==> src/rtl/rolhas_transfer_ctrl_pkg.sv <==
// Shared constants and state encoding for the cork transfer controller.
// The optional BCD output is enabled by defining ROLHAS_BCD_OUT_EN.
package rolhas_transfer_ctrl_pkg;

  localparam logic [6:0] TRANSFER_MIN = 7'd20;
  localparam logic [3:0] DISP_MAX     = 4'd15;
  localparam logic [6:0] RES_MAX      = 7'd99;
  localparam logic [3:0] DISP_LAST    = DISP_MAX - 4'd1;

  typedef enum logic [1:0] {
    ST_IDLE     = 2'd0,
    ST_TRANSFER = 2'd1,
    ST_SETTLE   = 2'd2
  } state_e;

  // Clamp an unsaturated reservoir sum to the reservoir capacity.
  function automatic logic [6:0] sat_res(input logic [7:0] sum);
    return (sum > {1'b0, RES_MAX}) ? RES_MAX : sum[6:0];
  endfunction

endpackage

==> src/rtl/rolhas_transfer_ctrl_bin7_to_bcd.sv <==
// Combinational binary (0..99) to two-digit BCD converter (double dabble).
// Only compiled when ROLHAS_BCD_OUT_EN is defined.
`ifdef ROLHAS_BCD_OUT_EN
module bin7_to_bcd (
  input  logic [6:0] bin_i,
  output logic [3:0] tens_o,
  output logic [3:0] units_o
);

  logic [3:0] tens_c;
  logic [3:0] units_c;

  // The hundreds digit is never needed because the reservoir saturates at 99.
  always_comb begin
    tens_c  = 4'd0;
    units_c = 4'd0;
    for (int i = 6; i >= 0; i--) begin
      if (units_c >= 4'd5) units_c = units_c + 4'd3;
      if (tens_c >= 4'd5)  tens_c  = tens_c + 4'd3;
      tens_c  = {tens_c[2:0], units_c[3]};
      units_c = {units_c[2:0], bin_i[i]};
    end
  end

  assign tens_o  = tens_c;
  assign units_o = units_c;

endmodule
`endif

==> src/rtl/rolhas_transfer_ctrl.sv <==
// Cork reservoir/dispenser controller: batch refill FSM plus single-cork seal grants.
// Define ROLHAS_BCD_OUT_EN to drive registered BCD digits of the reservoir count.
module rolhas_transfer_ctrl
  import rolhas_transfer_ctrl_pkg::*;
(
  input  logic       clk,
  input  logic       reset,
  input  logic       enable,
  input  logic       load_en,
  input  logic [6:0] load_val,
  input  logic       seal_req,
  output logic       seal_ack,
  output logic [6:0] reg_r,
  output logic [3:0] reg_d,
  output logic       transfer_busy,
  output logic       refill_alarm,
  output logic [3:0] bcd_tens,
  output logic [3:0] bcd_units
);

  state_e     state_q, state_d;
  logic [6:0] res_q, res_d;
  logic [3:0] disp_q, disp_d;
  logic       ack_q, ack_d;
  logic       alarm_q, alarm_d;
  logic       grant;
  logic       start;
  logic [7:0] res_sum;

  always_comb begin
    state_d = state_q;
    disp_d  = disp_q;
    ack_d   = 1'b0;
    grant   = (state_q == ST_IDLE) && enable && seal_req && (disp_q != 4'd0) && !ack_q;
    start   = (state_q == ST_IDLE) && enable && (disp_q == 4'd0) && (res_q >= TRANSFER_MIN);
    res_sum = {1'b0, res_q} + (load_en ? {1'b0, load_val} : 8'd0);

    case (state_q)
      ST_IDLE: begin
        if (grant) begin
          ack_d  = 1'b1;
          disp_d = disp_q - 4'd1;
        end else if (start) begin
          state_d = ST_TRANSFER;
        end
      end
      ST_TRANSFER: begin
        // A load in the same cycle is folded into the sum so no cork is lost.
        res_sum = res_sum - 8'd1;
        disp_d  = disp_q + 4'd1;
        if (disp_q == DISP_LAST) state_d = ST_SETTLE;
      end
      ST_SETTLE: state_d = ST_IDLE;
      default:   state_d = ST_IDLE;
    endcase

    res_d   = sat_res(res_sum);
    alarm_d = (state_d == ST_IDLE) && (disp_d == 4'd0) && (res_d < TRANSFER_MIN);
  end

  always_ff @(posedge clk) begin
    if (reset) begin
      state_q <= ST_IDLE;
      res_q   <= 7'd0;
      disp_q  <= 4'd0;
      ack_q   <= 1'b0;
      alarm_q <= 1'b0;
    end else begin
      state_q <= state_d;
      res_q   <= res_d;
      disp_q  <= disp_d;
      ack_q   <= ack_d;
      alarm_q <= alarm_d;
    end
  end

  assign seal_ack      = ack_q;
  assign reg_r         = res_q;
  assign reg_d         = disp_q;
  assign transfer_busy = (state_q == ST_TRANSFER) || (state_q == ST_SETTLE);
  assign refill_alarm  = alarm_q;

`ifdef ROLHAS_BCD_OUT_EN
  logic [3:0] tens_c, units_c;
  logic [3:0] tens_q, units_q;

  bin7_to_bcd u_bin7_to_bcd (
    .bin_i   (res_q),
    .tens_o  (tens_c),
    .units_o (units_c)
  );

  always_ff @(posedge clk) begin
    if (reset) begin
      tens_q  <= 4'd0;
      units_q <= 4'd0;
    end else begin
      tens_q  <= tens_c;
      units_q <= units_c;
    end
  end

  assign bcd_tens  = tens_q;
  assign bcd_units = units_q;
`else
  assign bcd_tens  = 4'd0;
  assign bcd_units = 4'd0;
`endif

endmodule

==> config.mk <==
export PLATFORM = sky130hd
export DESIGN_NAME = rolhas_transfer_ctrl
export DESIGN_NICKNAME = d
export VERILOG_FILES = /design/src/rtl/rolhas_transfer_ctrl_pkg.sv /design/src/rtl/rolhas_transfer_ctrl_bin7_to_bcd.sv /design/src/rtl/rolhas_transfer_ctrl.sv
export SDC_FILE = /design/constraint.sdc
export NUM_CORES = 1
export LEC_CHECK = 0
export CAP_MARGIN = 5
export CORE_UTILIZATION = 46
export CTS_CLUSTER_SIZE = 28
export DETAILED_ROUTE_END_ITERATION = 7
export PLACE_DENSITY = 0.85
export RECOVER_POWER = 100
export SLEW_MARGIN = 20
export SYNTH_ARGS = -nofsm -noshare
export SYNTH_HDL_FRONTEND = slang
export SYNTH_SLANG_ARGS = --single-unit
==> constraint.sdc <==
create_clock -name clk -period 2.6 [get_ports clk]
set_clock_uncertainty 0.05 [all_clocks]
set_input_delay 0.52 -clock clk [delete_from_list [all_inputs] [get_ports clk]]
set_output_delay 0.52 -clock clk [all_outputs]
set_load 0.01 [all_outputs]
# Word-level counts from Yosys, hierarchy flattened
# Index checks and enable logic that the tools add are counted.
# word_totals
regBits,15
latchBits,0
ram_bits,0
rom_bits,0
inputBits,12
out_inout_bits,22
memories,0
# classes
add_sub_neg,4
multipliers,0
div,0
n_lt_le_gt_ge,3
n_eq_ne,3
n_shift,0
mux,10
bitwise,1
reduce_logical,16
# op_table
cell,count
two-way mux 7 bit,2
adder 7 x 7 -> 8 bit,1
> comparator 8 x 7 -> 1 bit (second input constant),1
logical AND 1 bit,8
zero test 4 bit,2
two-way mux 8 bit,1
one-hot mux 4 bit (2 select lines),1
subtractor 8 x 1 -> 8 bit (second input constant),1
>= comparator 7 x 5 -> 1 bit (second input constant),1
less-than comparator 7 x 5 -> 1 bit (second input constant),1
two-way mux 2 bit,3
adder 4 x 1 -> 4 bit (second input constant),1
== test 4 bit (second input constant),1
zero test 2 bit,2
two-way mux 4 bit,1
one-hot mux 2 bit (2 select lines),1
nonzero test 4 bit,1
subtractor 4 x 1 -> 4 bit (second input constant),1
== test 2 x 1 -> 1 bit (second input constant),1
== test 2 bit (second input constant),1
OR reduction 2 bit,1
zero test 1 bit,1
logical OR 1 bit,1
two-way mux 1 bit,1
inverter 1 bit,1

# Logic depth before layout (Yosys ltp)
# Gate-level depths: netlist (run 1).
# depth
depth_word,10
depth_mapped,12
ltp_nobuf,12

# Worst setup path before layout (run 1)
# No wires, ideal clock.
# synth_timing
path_type,in2reg
from,input load_val[0]
to,register res_q[3] (netlist: reg_r[3])
arrival_ns,2.607
slack_ns,-0.178
path_stages,11
path_cell_list,and2_1 ha_1 inv_1 fa_1 xor2_1 nand4_2 o21ba_2 nand2_1 o31a_1 o221ai_2 nor2_1
# synth_via
elab_chain_cells,6
# synth_lines
element,line_no,source
from (decl),rolhas_transfer_ctrl.sv:10,"input logic [6:0] load_val,"
two-way mux 7 bit *,rolhas_transfer_ctrl.sv:36,"res_sum = {1'b0, res_q} + (load_en ? {1'b0, load_val} : 8'd0);"
adder 7 x 7 -> 8 bit *,rolhas_transfer_ctrl.sv:36,
subtractor 8 x 1 -> 8 bit,rolhas_transfer_ctrl.sv:49,res_sum = res_sum - 8'd1;
two-way mux 8 bit *,rolhas_transfer_ctrl.sv:38,case (state_q)
> comparator 8 x 7 -> 1 bit,rolhas_transfer_ctrl_pkg.sv:18,"return (sum > {1'b0, RES_MAX}) ? RES_MAX : sum[6:0];"
two-way mux 7 bit *,rolhas_transfer_ctrl_pkg.sv:18,
to (signal assigned),rolhas_transfer_ctrl.sv:70,res_q <= res_d;
to (decl),rolhas_transfer_ctrl.sv:22,"logic [6:0] res_q, res_d;"
# Mark *: on every way between the ends. The rest lies on a longest branch, timed or not.
# A chain may end at the register's enable or synchronous reset.

# Worst setup path in the final report (run 1)
# layout_timing
from,input load_en
to,register res_q[2] (netlist: reg_r[2])
# layout_via
elab_chain_cells,6
# layout_lines
element,line_no,source
from (decl),rolhas_transfer_ctrl.sv:9,"input logic load_en,"
two-way mux 7 bit *,rolhas_transfer_ctrl.sv:36,
adder 7 x 7 -> 8 bit *,rolhas_transfer_ctrl.sv:36,
subtractor 8 x 1 -> 8 bit,rolhas_transfer_ctrl.sv:49,
two-way mux 8 bit *,rolhas_transfer_ctrl.sv:38,
> comparator 8 x 7 -> 1 bit,rolhas_transfer_ctrl_pkg.sv:18,
two-way mux 7 bit *,rolhas_transfer_ctrl_pkg.sv:18,
# Marked as above.

==> flow_metrics.env, run 1 <==
export IMPL_status="finished, violations left"
export IMPL_violations="negative setup slack"
export IMPL_gp_congestion=0.862
export IMPL_drt_wirelength_per_cell_um=17.0
export IMPL_drtAntennaViolNets=0
export IMPL_cts_tree="done"
export IMPL_clockBufferDepth=2
export IMPL_final_util_pct=80.3
export IMPL_die_width_um=60.1
export IMPL_drt_wl_total_mm=5.41
export IMPL_crit_required_ns=2.80
export IMPL_ys_async_sr_fraction_pct=0
export IMPL_crit_top_cell="buf_6"
export IMPL_worst_setup_path_start_kind="input port"
export IMPL_rows=20
export IMPL_power_density_mw_per_mm2=1150
export IMPL_critPathKind="input port to register"
export IMPL_clock_sinks=15
export IMPL_area_growth_syn_to_layout_pct=62.1
export IMPL_min_to="state_q[1]$_SDFF_PP0_"
export IMPL_path_buf_inv=4
export IMPL_tightest_slew_ns=0.555
export IMPL_slew_headroom_pct=63.0
export IMPL_power_leakage_nw=1.16
export IMPL_synth_avg_cell_area_um2=7.91
export IMPL_fmax_mhz=381
export IMPL_grt_max_degree=14
export IMPL_cts_made_buffers=3
export IMPL_seq_area_frac_synth_pct=19.4
export IMPL_crit_chain="buf_8 > buf_6 > and2_4 > ha_4 > nor3b_2 > a311o_1 > a311oi_4 > buf_4 > nor3b_4 > buf_6 > o221ai_4 > nor2_1"
export IMPL_drt_initial_drc_count=164
export IMPL_via_per_inst=5.58
export IMPL_synth_flop_cell="dfxtp_1"
export IMPL_layout_common_cells="50 x buf_4, 20 x nor2_1, 15 x dlygate4sd3_1"
export IMPL_htreeDepth=1
export IMPL_core_mm2=0.00313
export IMPL_nets=301
export IMPL_report_final_slew_viol_count=0
export IMPL_p_int_mw=1.58
export IMPL_rsz0062_at_grt="yes"
export IMPL_clock_latency_ns=0.30
export IMPL_cp_end_kind="register"
export IMPL_synth_edf_count=0
export IMPL_first_pass_iters=5
export IMPL_holdPathStages=3
export IMPL_yosys_area_top_type_share_pct=19.4
export IMPL_place_area_mm2=0.00212
export IMPL_portBuffers=25
export IMPL_max_stage_delay_ns=0.38
export IMPL_critical_path_max_fanout=5
export IMPL_diodes=0
export IMPL_via_count=1776
export IMPL_timing_final_hold_violations=0
export IMPL_maxCapViolations=0
export IMPL_power_switching_mw=1.32
export IMPL_grt_pass1_vias=1602
export IMPL_path_clk_slew_ns=0.11
export IMPL_grt_use_total_pct=28.4
export IMPL_r2r_cells=12
export IMPL_antenna_found_initial=0
export IMPL_power_share_clock_pct=5.1
export IMPL_rr_endpoint="reg_r[1]$_SDFF_PP0_"
export IMPL_setup_viol=3
export IMPL_synthCells=196
export IMPL_post_dp_hpwl_mm=3.18
export IMPL_power_mw=2.90
export IMPL_synthTopCellsByArea="dfxtp_1 19%, ha_1 10%, nor2_1 5.1%"
export IMPL_min_period_ns=2.63
export IMPL_ys_warn_count=0
export IMPL_reg2reg_slack_ns=0.11
export IMPL_ys_ff_latch=15
export IMPL_holdCritPathClass="register to register"
export IMPL_synth_top_cell_by_area="dfxtp_1"
export IMPL_switching_share_pct=45.4
export IMPL_cp_arrival_ns=2.82
export IMPL_fin_ws_ns=-0.0254
export IMPL_overflow=0
export IMPL_combPwrFrac_pct=80.0
export IMPL_cts_root_buf="clkbuf_4"
export IMPL_ios=34
export IMPL_p_seq_share_pct=14.9
export IMPL_initial_utilization_pct=49.6
export IMPL_drive_above_1_share_pct=42.3
export IMPL_ys_types=63
export IMPL_holdBufCountCts=0
export IMPL_hp_start="state_q[1]$_SDFF_PP0_"
export IMPL_worstReg2RegStart="reg_r[0]$_SDFF_PP0_"
export IMPL_crit_family="compound AO/OA/AOI/OAI gates"
export IMPL_irDropWorstVdd_v=0.000679
export IMPL_post_route_cell_area_mm2=0.00251
export IMPL_dieArea_mm2=0.00361
export IMPL_final_common_cell="buf_4"
export IMPL_die_h_um=60.1
export IMPL_grt_pass1_wl_mm=7.50
export IMPL_synth_area_mm2=0.00155
export IMPL_post_route_period_util_pct=101
export IMPL_crit_path_top_delay_cell="a311o_1"
export IMPL_drc=0
## kinds of logic after synthesis
| logic type | share of synthesized area, % |
|---|---|
| and+or+nand+nor | 28.3 |
| AOI/OAI and AO/OA | 22.7 |
| buffers and inverters | 8.63 |
| DFF | 19.4 |
| adders and majority gates | 11.8 |
| xor gates and xnor gates | 8.31 |
| other | 0.242 |
| muxes | 0.646 |
## registers in the layout, summed over array words and instances, names as in the netlist
register      count
reg_d             4
seal_ack          1
state_q           2
refill_alarm      1
reg_r             7
## worst reg2reg max path: stages, from the launching register on
cell,delay (ns)
dfxtp_2,0.36
ha_4,0.14
inv_2,0.04
fa_2,0.39
buf_6,0.14
xor2_2,0.19
buf_4,0.17
nor2b_4,0.19
xnor3_1,0.24
nand3_1,0.10
a21oi_1,0.07
o21ai_1,0.20
nand2_1,0.12
## worst max path at each step
| stage | start | endpoint | slack, ns | cells after the start |
|---|---|---|---|---|
| 2_1_floorplan | load_val[0] | reg_r[2]$_SDFF_PP0_ | -0.008 | 11 |
| 3_3_place_gp | load_en | reg_r[0]$_SDFF_PP0_ | -0.72 | 13 |
| 3_5_place_dp | load_en | reg_r[0]$_SDFF_PP0_ | -0.76 | 13 |
| 4_1_cts | load_val[5] | refill_alarm$_SDFF_PP0_ | 0.005 | 9 |
| 5_1_grt | load_en | reg_r[3]$_SDFF_PP0_ | -0.06 | 12 |
| 6_report | load_en | reg_r[2]$_SDFF_PP0_ | -0.03 | 12 |
## cell usage after synthesis, types with 2 or more instances
cell type,number
a31oi_1,3
xnor2_1,5
a21boi_0,2
nor3_1,3
and4_1,2
nor2b_1,4
buf_4,8
xor2_1,4
nand2_1,13
and3_1,2
or3_1,2
nand3_1,8
o21a_1,2
clkbuf_1,4
ha_1,13
and2_1,7
nand2b_1,2
inv_1,11
a21oi_1,14
o21ai_0,10
nor2_1,21
dfxtp_1,15
## power by group through the flow
stage,registers [mW],clock network [mW],logic [mW]
after floorplan,0.429,0,1.07
after global placement,0.425,0,1.74
after detailed placement,0.424,0,1.79
after CTS,0.431,0.145,2.08
after global routing,0.443,0.161,2.43
final,0.431,0.147,2.32
## metrics by stage
stage               worst slack, ns  cells  hold WS [ns]  setup TNS, ns
global route                -0.0636    318         0.654         -0.241
detailed placement           -0.757    294         0.608          -5.21
finish                      -0.0254    318         0.636        -0.0703
floorplan                  -0.00825    203         0.530       -0.00825
global placement             -0.721    294         0.594          -4.68
CTS                         0.00522    309         0.624              0
## layer usage
metal,vias to the layer above,global-route usage (%),routed length [um]
met1,834,35.1,2300
met4,0,9.30,180
li1,835,-,-
met2,87,48.4,2590
met5,-,0,0
met3,20,6.49,338
## cell type report
cell class | instances | area, um2
timing repair buffer | 82 | 719
multi-input combinational | 161 | 1360
inverter | 12 | 45.0
clock inverter | 1 | 5.00
sequential | 15 | 302
fill | 185 | 616
tap | 44 | 55.1
clock buffer | 3 | 22.5
## what timing repair did
action,CTS,global route
pin swaps,26,30
gates resized for setup,35,29
endpoints found under the setup margin,8,7
setup buffers,11,9
No activity file was read; power rests on OpenSTA's default activity.
==> run 2: changes to the inputs <==
--- a/config.mk
+++ b/config.mk
@@ -9,6 +9,7 @@
 export CORE_UTILIZATION = 46
 export CTS_CLUSTER_SIZE = 28
 export DETAILED_ROUTE_END_ITERATION = 7
+export MAX_ROUTING_LAYER = met4
 export PLACE_DENSITY = 0.85
 export RECOVER_POWER = 100
 export SLEW_MARGIN = 20
==> flow_metrics.env, run 2 (synthesized netlist as in run 1, its figures left out) <==
export IMPL_die_h_um=60.1
export IMPL_holdBufCountCts=0
export IMPL_whs_ns=0.628
export IMPL_fmax_mhz=388
export IMPL_cp_end_kind="register"
export IMPL_combPwrFrac_pct=79.6
export IMPL_core_mm2=0.00313
export IMPL_max_stage_delay_ns=0.37
export IMPL_post_route_cell_area_mm2=0.00249
export IMPL_via_count=1794
export IMPL_nets=298
export IMPL_crit_required_ns=2.81
export IMPL_drive_above_1_share_pct=41.3
export IMPL_power_leakage_nw=1.14
export IMPL_setup_viol=0
export IMPL_crit_path_top_delay_cell="a311o_1"
export IMPL_cts_root_buf="clkbuf_4"
export IMPL_die_width_um=60.1
export IMPL_dieArea_mm2=0.00361
export IMPL_status="finished, final reports clean"
export IMPL_grt_use_total_pct=29.2
export IMPL_first_pass_iters=4
export IMPL_path_clk_slew_ns=0.12
export IMPL_clock_sinks=15
export IMPL_diodes=0
export IMPL_power_mw=2.87
export IMPL_via_per_inst=5.70
export IMPL_portBuffers=25
export IMPL_grt_pass1_wl_mm=7.50
export IMPL_rsz0062_at_grt="yes"
export IMPL_p_int_mw=1.57
export IMPL_cts_tree="done"
export IMPL_slew_headroom_pct=64.7
export IMPL_final_common_cell="buf_4"
export IMPL_crit_family="compound AO/OA/AOI/OAI gates"
export IMPL_tightest_slew_ns=0.530
export IMPL_tns_ns=0
export IMPL_rows=20
export IMPL_fillers=179
export IMPL_overflow=0
export IMPL_critPathKind="input port to register"
export IMPL_clockBufferDepth=2
export IMPL_post_dp_hpwl_mm=3.18
export IMPL_maxCapViolations=0
export IMPL_path_buf_inv=4
export IMPL_area_growth_syn_to_layout_pct=60.5
export IMPL_irDropWorstVdd_v=0.000677
export IMPL_critical_path_max_fanout=5
export IMPL_grt_pass1_vias=1600
export IMPL_post_route_period_util_pct=99.0
export IMPL_report_final_slew_viol_count=0
export IMPL_fin_ws_ns=0.0248
export IMPL_cp_arrival_ns=2.79
export IMPL_cts_made_buffers=3
export IMPL_drtAntennaViolNets=0
export IMPL_drt_initial_drc_count=99
export IMPL_place_area_mm2=0.00212
export IMPL_drt_wl_total_mm=5.23
export IMPL_gp_congestion=0.875
export IMPL_grt_max_degree=14
export IMPL_htreeDepth=1
export IMPL_crit_top_cell="buf_6"
export IMPL_clock_latency_ns=0.32
export IMPL_largest_reg_flops=7
export IMPL_drt_wirelength_per_cell_um=16.6
export IMPL_switching_share_pct=45.3
export IMPL_dp_slack_ns=-0.757
export IMPL_worst_setup_path_start_kind="input port"
export IMPL_drc=0
export IMPL_crit_chain="buf_8 > buf_6 > and2_4 > ha_4 > nor3b_2 > a311o_1 > a311oi_4 > buf_4 > nor3b_4 > buf_6 > o221ai_4 > nor2_1"
export IMPL_power_share_clock_pct=5.4
export IMPL_power_density_mw_per_mm2=1150
export IMPL_p_seq_share_pct=15.0
export IMPL_holdCritPathClass="register to register"
export IMPL_timing_final_hold_violations=0
export IMPL_ios=34
export IMPL_layout_common_cells="49 x buf_4, 20 x nor2_1, 15 x dfxtp_1"
export IMPL_initial_utilization_pct=49.6
export IMPL_power_switching_mw=1.30
export IMPL_min_period_ns=2.58
export IMPL_antenna_found_initial=0
==> run 2: path summary, 6_finish.rpt <==
| kind | endpoint | cells after the start | slack (ns) | start |
|---|---|---|---|---|
| hold / removal | reg_d[1]$_SDFF_PP0_ | 2 | 0.63 | reg_d[1]$_SDFF_PP0_ |
| setup / recovery | reg_r[2]$_SDFF_PP0_ | 12 | 0.02 | load_en |
| hold reg to reg | reg_d[1]$_SDFF_PP0_ | 2 | 0.63 | reg_d[1]$_SDFF_PP0_ |
| setup reg to reg | reg_r[0]$_SDFF_PP0_ | 11 | 0.12 | reg_r[0]$_SDFF_PP0_ |
==> run 2: worst register-to-register path, cell delays in order (launching register included) <==
cell	delay [ns]
dfxtp_1	0.40
ha_4	0.16
inv_2	0.04
fa_2	0.40
nor2b_4	0.21
o22ai_4	0.13
xor2_4	0.20
buf_12	0.16
a211o_1	0.32
a21oi_2	0.18
o21ai_2	0.09
o21ai_1	0.08
==> run 2: area by class of cell <==
class / count / area, um2 / area share (%)
multi-input cells: 161 / 1360 / 54.7
inverters: 12 / 45.0 / 1.81
clock buffers: 3 / 22.5 / 0.905
flip-flops and latches: 15 / 300 / 12.1
repair buffers: 79 / 698 / 28.1
clock inverters: 1 / 5.00 / 0.201
well taps: 44 / 55.1 / 2.21
==> run 2: power groups by stage <==
stage | clock network, mW | logic (mW) | registers, mW
final | 0.156 | 2.28 | 0.429
after global placement | 0 | 1.74 | 0.425
after CTS | 0.145 | 2.08 | 0.431
after detailed placement | 0 | 1.79 | 0.424
after global routing | 0.168 | 2.40 | 0.439
after floorplan | 0 | 1.07 | 0.429
==> run 2: stage by stage <==
stage	utilization [%]	instances
floorplan	-	203
global placement	67.6	294
detailed placement	67.6	294
CTS	75.8	309
global route	79.5	315
finish	79.5	315
==> run 2: what timing repair did <==
item	4_1_cts	5_1_grt
gates resized for setup	35	26
pin swaps	26	29
endpoints found under the setup margin	8	7
gates cloned	0	0
endpoints found under the hold margin	0	0
buffers inserted	11	6
==> run 2: layer usage <==
layer | track usage (%) | routed length (um) | vias up
li1 | - | - | 833
met1 | 35.1 | 2160 | 860
met2 | 48.4 | 2620 | 83
met3 | 6.49 | 337 | 18
met4 | 9.30 | 115 | 0
met5 | - | 0 | -
==> run 3: changes to the inputs <==
--- a/config.mk
+++ b/config.mk
@@ -10,7 +10,7 @@
 export CTS_CLUSTER_SIZE = 28
 export DETAILED_ROUTE_END_ITERATION = 7
 export MAX_ROUTING_LAYER = met4
-export PLACE_DENSITY = 0.85
+export PLACE_DENSITY = 0.77
 export RECOVER_POWER = 100
 export SLEW_MARGIN = 20
 export SYNTH_ARGS = -nofsm -noshare
==> flow_metrics.env, run 3 (synthesized netlist as in run 1, its figures left out) <==
export IMPL_slew_headroom_pct=65.9
export IMPL_grt_pass1_wl_mm=6.86
export IMPL_clock_sinks=15
export IMPL_ios=34
export IMPL_holdPathStages=2
export IMPL_cts_tree="done"
export IMPL_power_density_mw_per_mm2=1130
export IMPL_core_mm2=0.00313
export IMPL_tightest_slew_ns=0.511
export IMPL_die_h_um=60.1
export IMPL_portBuffers=25
export IMPL_clockBufferDepth=2
export IMPL_whs_ns=0.640
export IMPL_holdBufCountCts=0
export IMPL_antenna_found_initial=0
export IMPL_power_mw=2.66
export IMPL_gp_congestion=0.858
export IMPL_fin_ws_ns=0.0706
export IMPL_crit_required_ns=2.77
export IMPL_drtAntennaViolNets=0
export IMPL_largest_reg_flops=7
export IMPL_drt_initial_drc_count=57
export IMPL_initial_utilization_pct=49.6
export IMPL_maxCapViolations=0
export IMPL_setup_viol=0
export IMPL_report_final_slew_viol_count=0
export IMPL_irDropWorstVdd_v=0.000655
export IMPL_cts_root_buf="clkbuf_4"
export IMPL_drt_wl_total_mm=4.41
export IMPL_fillers=218
export IMPL_drive_above_1_share_pct=37.9
export IMPL_dieArea_mm2=0.00361
export IMPL_first_pass_iters=4
export IMPL_overflow=0
export IMPL_layout_common_cells="42 x buf_4, 20 x nor2_1, 15 x dlygate4sd3_1, 15 x dfxtp_1"
export IMPL_critical_path_max_fanout=5
export IMPL_cp_end_kind="register"
export IMPL_diodes=0
export IMPL_cts_made_buffers=3
export IMPL_grt_use_total_pct=26.4
export IMPL_timing_final_hold_violations=0
export IMPL_drc=0
export IMPL_via_count=1657
export IMPL_via_per_inst=5.43
export IMPL_grt_pass1_vias=1550
export IMPL_r2r_cells=10
export IMPL_htreeDepth=1
export IMPL_die_width_um=60.1
export IMPL_rows=20
export IMPL_area_growth_syn_to_layout_pct=52.3
export IMPL_min_period_ns=2.53
export IMPL_status="finished, final reports clean"
export IMPL_multi_input_area_mm2=0.00135
export IMPL_post_route_period_util_pct=97.3
export IMPL_grt_max_degree=14
export IMPL_post_dp_hpwl_mm=3.15
export IMPL_final_common_cell="buf_4"
export IMPL_nets=288
export IMPL_cp_arrival_ns=2.70
export IMPL_worst_setup_path_start_kind="input port"
export IMPL_holdCritPathClass="register to register"
export IMPL_path_clk_slew_ns=0.09
export IMPL_drt_wirelength_per_cell_um=14.5
export IMPL_power_leakage_nw=1.08
export IMPL_clock_latency_ns=0.30
export IMPL_fmax_mhz=395
export IMPL_seqCellArea_um2=300
export IMPL_critPathKind="input port to register"
export IMPL_dp_slack_ns=-0.710
-- run 3: worst max-delay path, cell delays in order --
cell           delay, ns
dlygate4sd2_1       0.24
and2_4              0.16
ha_4                0.28
inv_2               0.04
a311o_1             0.38
a311oi_4            0.41
nor3b_4             0.34
nor3_2              0.09
nor4b_2             0.25
-- run 3: worst paths after layout --
path	startpoint	slack [ns]	endpoint
max	load_val[6]	0.07	refill_alarm$_SDFF_PP0_
min	reg_d[0]$_SDFF_PP0_	0.64	reg_d[0]$_SDFF_PP0_
max reg2reg	reg_r[0]$_SDFF_PP0_	0.13	reg_r[0]$_SDFF_PP0_
min reg2reg	reg_d[0]$_SDFF_PP0_	0.64	reg_d[0]$_SDFF_PP0_
-- run 3: where the power goes --
part	switching [mW]	total [mW]	internal [mW]
registers	0.117	0.435	0.318
logic	0.994	2.08	1.09
clock network	0.0818	0.142	0.0599
-- run 3: timing repair --
item                                    CTS  global route
resized for setup                        28            19
setup buffers                             8             3
endpoints found under the setup margin    8             7
pin swaps                                24            25
gates cloned                              0             0
-- run 3: per-layer routing --
metal	track usage [%]	routed length, um
met1	33.9	2060
met2	40.6	1980
met3	6.49	242
met4	8.31	118
met5	-	0
-- run 3: final cells by class --
type / count / share of cell area (%)
clock buffers: 4 / 1.11
inverters: 12 / 1.91
multi-input cells: 161 / 57.1
flip-flops and latches: 15 / 12.7
well taps: 44 / 2.33
repair buffers: 69 / 24.8
-- run 3: through the flow --
step           setup TNS [ns]  std cells  utilization (%)  instance area [um2]
2_1_floorplan        -0.00825        203                -                 1620
3_3_place_gp            -4.57        291             66.9                 2090
3_5_place_dp            -4.86        291             66.9                 2090
4_1_cts                     0        302             73.4                 2300
5_1_grt              -0.00490        305             75.5                 2360
6_report                    0        305             75.5                 2360
